===== src/rtl/fb_wbstage_pkg.sv =====
// Shared widths, types and constants for the Firebird write-back stage.
package fb_wbstage_pkg;

    localparam int FB_32BITS = 32;
    localparam int FB_REGNUM = 32;
    localparam int FB_SB_W   = 2;
    localparam int FB_AW     = $clog2(FB_REGNUM);

    typedef logic [FB_32BITS-1:0] word_t;
    typedef logic [FB_AW-1:0]     reg_idx_t;
    typedef logic [FB_SB_W-1:0]   sb_cnt_t;

    localparam reg_idx_t FB_X0  = '0;
    localparam sb_cnt_t  SB_MAX = '1;

endpackage


===== src/rtl/fb_regfile.sv =====
// 32x32 integer register file with x0 hardwired to zero
// and same-cycle write-to-read bypass on both read ports.
module fb_regfile
    import fb_wbstage_pkg::*;
(
    input  logic     clk_i,
    input  logic     rst_ni,
    input  logic     we_i,
    input  reg_idx_t waddr_i,
    input  word_t    wdata_i,
    input  reg_idx_t raddr_a_i,
    input  reg_idx_t raddr_b_i,
    output word_t    rdata_a_o,
    output word_t    rdata_b_o
);

    word_t regs_q [FB_REGNUM];
    logic  wr_en;

    assign wr_en = we_i && (waddr_i != FB_X0);

    always_ff @(posedge clk_i or negedge rst_ni) begin
        if (!rst_ni) begin
            for (int i = 0; i < FB_REGNUM; i++) begin
                regs_q[i] <= '0;
            end
        end else if (wr_en) begin
            regs_q[waddr_i] <= wdata_i;
        end
    end

    // Bypass is gated by reset so reads are zero while held in reset.
    always_comb begin
        rdata_a_o = '0;
        rdata_b_o = '0;
        if (raddr_a_i != FB_X0) begin
            if (rst_ni && wr_en && waddr_i == raddr_a_i) begin
                rdata_a_o = wdata_i;
            end else begin
                rdata_a_o = regs_q[raddr_a_i];
            end
        end
        if (raddr_b_i != FB_X0) begin
            if (rst_ni && wr_en && waddr_i == raddr_b_i) begin
                rdata_b_o = wdata_i;
            end else begin
                rdata_b_o = regs_q[raddr_b_i];
            end
        end
    end

endmodule


===== src/rtl/fb_wbstage.sv =====
// Firebird write-back stage: result mux, register file commit,
// bypassed decode reads and pending-load scoreboard.
module fb_wbstage
    import fb_wbstage_pkg::*;
(
    input  logic     clk,
    input  logic     rst_n,
    input  logic     wb_valid,
    input  logic     wb_mem_to_reg,
    input  logic     wb_reg_write,
    input  word_t    wb_memory_data,
    input  word_t    wb_alu_res,
    input  reg_idx_t wb_register_rd,
    output word_t    wb_data,
    input  reg_idx_t id_rs1,
    input  reg_idx_t id_rs2,
    output word_t    id_rs1_data,
    output word_t    id_rs2_data,
    input  logic     ex_load_issue,
    input  reg_idx_t ex_load_rd,
    output logic     id_load_hazard,
    output logic     sb_err
);

    logic    we;
    logic    inc;
    logic    dec;
    sb_cnt_t cnt_q [FB_REGNUM];
    sb_cnt_t cnt_d [FB_REGNUM];
    logic    err_q;
    logic    err_d;
    logic    hz;

    assign wb_data = wb_mem_to_reg ? wb_memory_data : wb_alu_res;
    assign we      = wb_valid && wb_reg_write && (wb_register_rd != FB_X0);
    assign inc     = ex_load_issue && (ex_load_rd != FB_X0);
    assign dec     = we && wb_mem_to_reg;

    fb_regfile u_rf (
        .clk_i     (clk),
        .rst_ni    (rst_n),
        .we_i      (we),
        .waddr_i   (wb_register_rd),
        .wdata_i   (wb_data),
        .raddr_a_i (id_rs1),
        .raddr_b_i (id_rs2),
        .rdata_a_o (id_rs1_data),
        .rdata_b_o (id_rs2_data)
    );

    always_comb begin
        err_d = err_q;
        for (int i = 0; i < FB_REGNUM; i++) begin
            logic inc_i;
            logic dec_i;
            inc_i    = inc && (ex_load_rd == reg_idx_t'(i));
            dec_i    = dec && (wb_register_rd == reg_idx_t'(i));
            cnt_d[i] = cnt_q[i];
            if (i == 0) begin
                cnt_d[i] = '0;
            end else if (inc_i && !dec_i) begin
                if (cnt_q[i] == SB_MAX) err_d = 1'b1;
                else cnt_d[i] = cnt_q[i] + 1'b1;
            end else if (dec_i && !inc_i) begin
                if (cnt_q[i] == '0) err_d = 1'b1;
                else cnt_d[i] = cnt_q[i] - 1'b1;
            end
        end
    end

    always_ff @(posedge clk or negedge rst_n) begin
        if (!rst_n) begin
            for (int i = 0; i < FB_REGNUM; i++) begin
                cnt_q[i] <= '0;
            end
            err_q <= 1'b0;
        end else begin
            for (int i = 0; i < FB_REGNUM; i++) begin
                cnt_q[i] <= cnt_d[i];
            end
            err_q <= err_d;
        end
    end

    // A load committing this cycle is served by the bypass, so it
    // no longer counts against its reader.
    always_comb begin
        hz = 1'b0;
        for (int n = 0; n < 2; n++) begin
            reg_idx_t rs;
            sb_cnt_t  c;
            rs = (n == 0) ? id_rs1 : id_rs2;
            c  = cnt_q[rs];
            if (dec && wb_register_rd == rs && c != '0) begin
                c = c - 1'b1;
            end
            if (rs != FB_X0 && c != '0) begin
                hz = 1'b1;
            end
        end
    end

    assign id_load_hazard = rst_n && hz;
    assign sb_err         = err_q;

endmodule


===== config.mk =====
export PLATFORM = sky130hd
export DESIGN_NAME = fb_wbstage
export DESIGN_NICKNAME = d
export VERILOG_FILES = /design/src/rtl/fb_wbstage_pkg.sv /design/src/rtl/fb_regfile.sv /design/src/rtl/fb_wbstage.sv
export SDC_FILE = /design/constraint.sdc
export NUM_CORES = 2
export LEC_CHECK = 0
export BUFFER_PORTS_ARGS = -buffer_cell sky130_fd_sc_hd__buf_4
export CAP_MARGIN = 0
export CELL_PAD_IN_SITES_DETAIL_PLACEMENT = 0
export CELL_PAD_IN_SITES_GLOBAL_PLACEMENT = 2
export CORE_MARGIN = 2
export CORE_UTILIZATION = 46
export CTS_CLUSTER_SIZE = 8
export DETAILED_ROUTE_END_ITERATION = 7
export MAX_ROUTING_LAYER = met4
export PLACE_DENSITY = 0.88
export SETUP_SLACK_MARGIN = 0.2
export SYNTH_ARGS = -nofsm -noshare
export SYNTH_HDL_FRONTEND = slang
export SYNTH_SLANG_ARGS = --single-unit
export TNS_END_PERCENT = 5

===== constraint.sdc =====
create_clock -name clk -period 7.01 [get_ports clk]
set_input_delay 1.402 -clock clk [delete_from_list [all_inputs] [get_ports clk]]
set_output_delay 1.402 -clock clk [all_outputs]
set_load 0.01 [all_outputs]

# After elaboration in Yosys (flattened, before gate mapping)
# Cells that the tools add are included.
# classes
mux	272
n_bitwise	3
eq_ne	157
order_cmp	4
reduce_logical	303
add_sub_neg	64
# ops
op	n
$bwmux W1024	1
$bmux W32 S5	2
$mux W32	10
$mux W2	130
$demux W32 S5	1
$eq A5 B5 Y1 const B	32
$logic_and A1 B1 Y1	140
$mux W1	126
$ne A2 B2 Y1 const B	62
$reduce_and A3 Y1	31
$eq A5 B4 Y1 const B	16
$reduce_bool A2 Y1	35
$sub A2 B1 Y2 const B	33
$add A2 B1 Y2 const B	31
$eq A2 B2 Y1 const B	31
$logic_not A1 Y1	62
$logic_not A2 Y1	31
$eq A5 B3 Y1 const B	8
$bmux W2 S5	2
$eq A5 B2 Y1 const B	4
$reduce_bool A5 Y1	4
$ge A6 B6 Y1 const B	3
$not A5 Y6	3
$eq A5 B1 Y1 const B	2
other kinds (2)	3
# word_totals
elab_cells	867
reg_bits	1087
output_inout_bits	98

# Longest topological paths before layout
# logic_depth
depth_word	97
ltp_mapped	15
mapped_depth_nobuf	12

# Cells and area by module
# Synthesis repeated with hierarchy kept, for this count alone.
# hier_totals
hier_cells	4731
area_unflattened_um2	62149.6
# by_module_without_submodules
module	n_inst	seq_area_each_um2	area_each_um2	cells_per_inst
fb_regfile	1	25624.6	55389.4	3941
fb_wbstage	1	1576.5	6760.2	790

# Worst setup path before layout
# No wires, ideal clock.
# synth_timing
path_type	input to output
startpoint	in id_rs1[0]
endpoint	out id_load_hazard
arrival_ps	3650
path_buffers	3
required_time_ps	5608
slack_ps	1958
cell_stages	12
cell_sequence	buf_6 > buf_8 > buf_6 > mux4_2 > mux2_2 > a211o_1 > o21ai_0 > ha_1 > and4b_1 > and3b_1 > a211oi_1 > o21a_1
# synth_between
elab_chain_cells	12
# synth_lines
item	line	rtl
start, declared	fb_wbstage.sv:15	input reg_idx_t id_rs1,
branches (longest 8 deep; another with $sub A2 B1 Y2)	n/a	
$logic_and A1 B1 Y1 (*)	fb_wbstage.sv:97	if (rs != FB_X0 && c != '0) begin
$mux W1 (*) (2 in series)	fb_wbstage.sv:97	
$logic_and A1 B1 Y1 (*)	fb_wbstage.sv:103	assign id_load_hazard = rst_n && hz;
end, declared	fb_wbstage.sv:21	output logic id_load_hazard,
# Every way passes the cells marked *. The select of a mux whose other input is x is not followed.

# Worst setup path after layout
# layout_timing
startpoint	in id_rs2[1]
endpoint	out id_rs2_data[4]
# layout_between
elab_chain_cells	6
# layout_lines
item	line	rtl
start, declared	fb_wbstage.sv:16	input reg_idx_t id_rs2,
$not A5 Y6 (implied by the code)	fb_regfile.sv:47	rdata_b_o = regs_q[raddr_b_i];
$bmux W32 S5	fb_regfile.sv:47	
$mux W32 (implied by the code) (2 in series)	fb_regfile.sv:47	
$mux W32	fb_regfile.sv:44	if (rst_ni && wr_en && waddr_i == raddr_b_i) begin
$mux W32 (*)	fb_regfile.sv:43	if (raddr_b_i != FB_X0) begin
end, declared	fb_wbstage.sv:18	output word_t id_rs2_data,
# Every way passes the cells marked *; elsewhere a longest branch is shown, timed or not. The select of a mux whose other input is x is not followed.

==> impl_metrics.json <==
{
  "clock_skew_ns": 0.0150,
  "r2r_slack_ns": 4.99,
  "postCtsHoldBufs": 0,
  "ant_nets": 0,
  "cts_resized": 0,
  "min-delay-start": "u_rf.regs_q[1011]",
  "synth-edff-count": 0,
  "setup_viol": 0,
  "num-nets-final": 5474,
  "grt_overflow_total": 0,
  "drv_slew": 0,
  "cp-start-kind": "primary input",
  "fmax_mhz": 167,
  "dpl_worst_slack_ns": 1.06,
  "worstReg2RegStart": "cnt_q[11]",
  "die_h_um": 364,
  "p_comb_share_pct": 19.3,
  "yosysUniqueCellTypes": 68,
  "grt_pass1_vias": 44300,
  "cts_tree": "done",
  "seqPwrFrac_pct": 44.0,
  "path_buf_inv": 3,
  "power_switching_mw": 5.20,
  "cp-end-kind": "output port",
  "finalWorstPathRequiredPeriod_ns": 5.99,
  "finalHoldViolCount": 0,
  "syn_area_mm2": 0.0597,
  "p_leak_nw": 29.2,
  "portBuffers": 187,
  "stdcell_count": 7078,
  "critPathArrivalTime_ns": 4.59,
  "cts-htree-levels": 4,
  "synth_async_sr_flop_share_pct": 100,
  "placed_area_mm2": 0.0624,
  "area_delta_synth_final_pct": 11.5,
  "powerDensity_mw_per_mm2": 275,
  "rows": 132,
  "grt_antenna_before_repair": 1,
  "drt-initial-drc-count": 4574,
  "fin_setup_tns_ns": 0,
  "synthTopCellsByArea": "dfrtp_1, mux4_2, a21oi_1, o21ai_0, nor2_1",
  "cts.sinks": 1087,
  "p_total_mw": 18.3,
  "dieArea_mm2": 0.133,
  "fin_area_mm2": 0.0665,
  "die_width_um": 364,
  "yosysWarnings": 0,
  "cts_inserted_buffers": 154,
  "synth_flop_cell": "dfrtp_1",
  "swShare_pct": 28.4,
  "ctsLongestPathBuffers": 3,
  "dp_hpwl_mm": 114,
  "rr_endpoint": "sb_err",
  "r2r_cells": 6,
  "rsz0062_at_grt": "no",
  "routed_wl_mm": 200,
  "whs_ns": 0.394,
  "p_clk_share_pct": 36.8,
  "worst_pin_slew_ns": 1.26,
  "synth.largest_area_cell": "dfrtp_1",
  "gp_congestion": 0.868,
  "crit_required_ns": 5.61,
  "slew_headroom_pct": 16.0,
  "vias": 44800,
  "viasPerCell": 6.33,
  "ioPinCount": 188,
  "irDropWorstVdd_mv": 0.208,
  "clk_latency_ns": 0.78,
  "multi_input_area_mm2": 0.0299,
  "cellInternalPower_mw": 13.1,
  "critPathMaxStageDelay_ns": 0.70,
  "wl_per_cell_um": 28.2,
  "fill_cells": 11400,
  "path_cells": "buf_8, buf_4, mux4_2, mux4_2, mux2i_1, a211oi_1, buf_4",
  "ctsRootBufferMaster": "clkbuf_16",
  "post-route-worst-setup-slack_ns": 1.02,
  "syn_inst": 5383,
  "yosysTopAreaCellShare_pct": 45.6,
  "ys_seq_elements": 1087,
  "core-area_mm2": 0.129,
  "fin_util_pct": 51.5,
  "syn_area_per_cell_um2": 11.1,
  "hold_end": "u_rf.regs_q[1011]",
  "grt_max_degree": 153,
  "yosysSeqAreaShare_pct": 45.6,
  "grtUsageTotal_pct": 31.4,
  "drv_cap": 0,
  "min_path_cells": 0,
  "fin_crit_sh_pct": 85.5,
  "placed_cells": 6906,
  "synth_common_cells": "dfrtp_1, nor2_1, a21oi_1",
  "clk_pin_slew_ns": 0.05,
  "grt_pass1_wl_mm": 297,
  "first_pass_iters": 6,
  "seq_area_mm2": 0.0272,
  "crit_fanout": 86,
  "hold_class": "flip-flop to flip-flop",
  "initial_core_util_pct": 46.2,
  "cpMaxStageDelayCell": "buf_4",
  "drcViolationCount": 0,
  "status": "completed",
  "cts_setup_buffers": 0,
  "critPathTopFamily": "buffers and inverters",
  "synth_nets": 5537,
  "layout-drive-gt1-share_pct": 21.2,
  "post-synth-top-count-cell": "dfrtp_1",
  "crit_type": "primary input to output port"
}
## how the worst max path moves through the flow
stage               startpoint         endpoint  cells after the start
floorplan            id_rs1[0]   id_load_hazard                     12
global placement     id_rs2[1]   id_rs2_data[4]                      7
detailed placement   id_rs2[1]   id_rs2_data[4]                      7
CTS                  id_rs2[1]   id_rs2_data[4]                      7
global route         id_rs1[0]  id_rs1_data[23]                     10
finish               id_rs2[1]   id_rs2_data[4]                      7
## flip-flops by register name, summed over array words and instances (netlist names)
signal       cells
cnt_q           62
sb_err           1
u_rf.regs_q   1024
## area by class of cell
type / instances / area share [%]
antenna: 2 / 0.00752
clock buffer: 162 / 5.98
clock inverter: 8 / 0.192
inverter: 108 / 0.624
multi-input combinational: 3638 / 45.0
sequential: 1087 / 40.9
tap: 1742 / 3.28
timing repair buffer: 331 / 4.08
## cell families after synthesis
group,synth area share (%)
flops,45.6
mux,25.8
fa+ha+maj,1.38
simple gates,9.65
xor+xnor,0.147
buf+inv,5.01
compound gates,12.5
## metal layers
layer | global-route usage, % | share of wire [%] | wire length (µm)
met2 | 47.6 | 47 | 93100
met3 | 5.53 | 7.7 | 15400
met4 | 12.0 | 4.1 | 8160
met1 | 42.4 | 42 | 83000
met5 | - | 0 | 0
## layout by cell type, fill, tap and decap left out, drive strengths merged, types with 23 or more instances in the layout
cell type  instances
dfrtp           1087
nor2             663
a21oi            631
mux4             580
nand2            546
o21ai            524
buf              331
mux2i            206
clkbuf           162
inv              111
a211oi            91
ha                64
nor2b             40
nand3             32
nor4b             28
nor3              23
## power by group through the flow
stage	Combinational, mW	Clock [mW]	Sequential, mW
6_report	3.53	6.74	8.06
2_1_floorplan	2.58	0	7.87
5_1_grt	3.87	7.09	8.18
4_1_cts	3.54	6.83	8.03
3_3_place_gp	3.45	0	8.07
3_5_place_dp	3.53	0	8.13
Power figures use the tool's default switching activity.
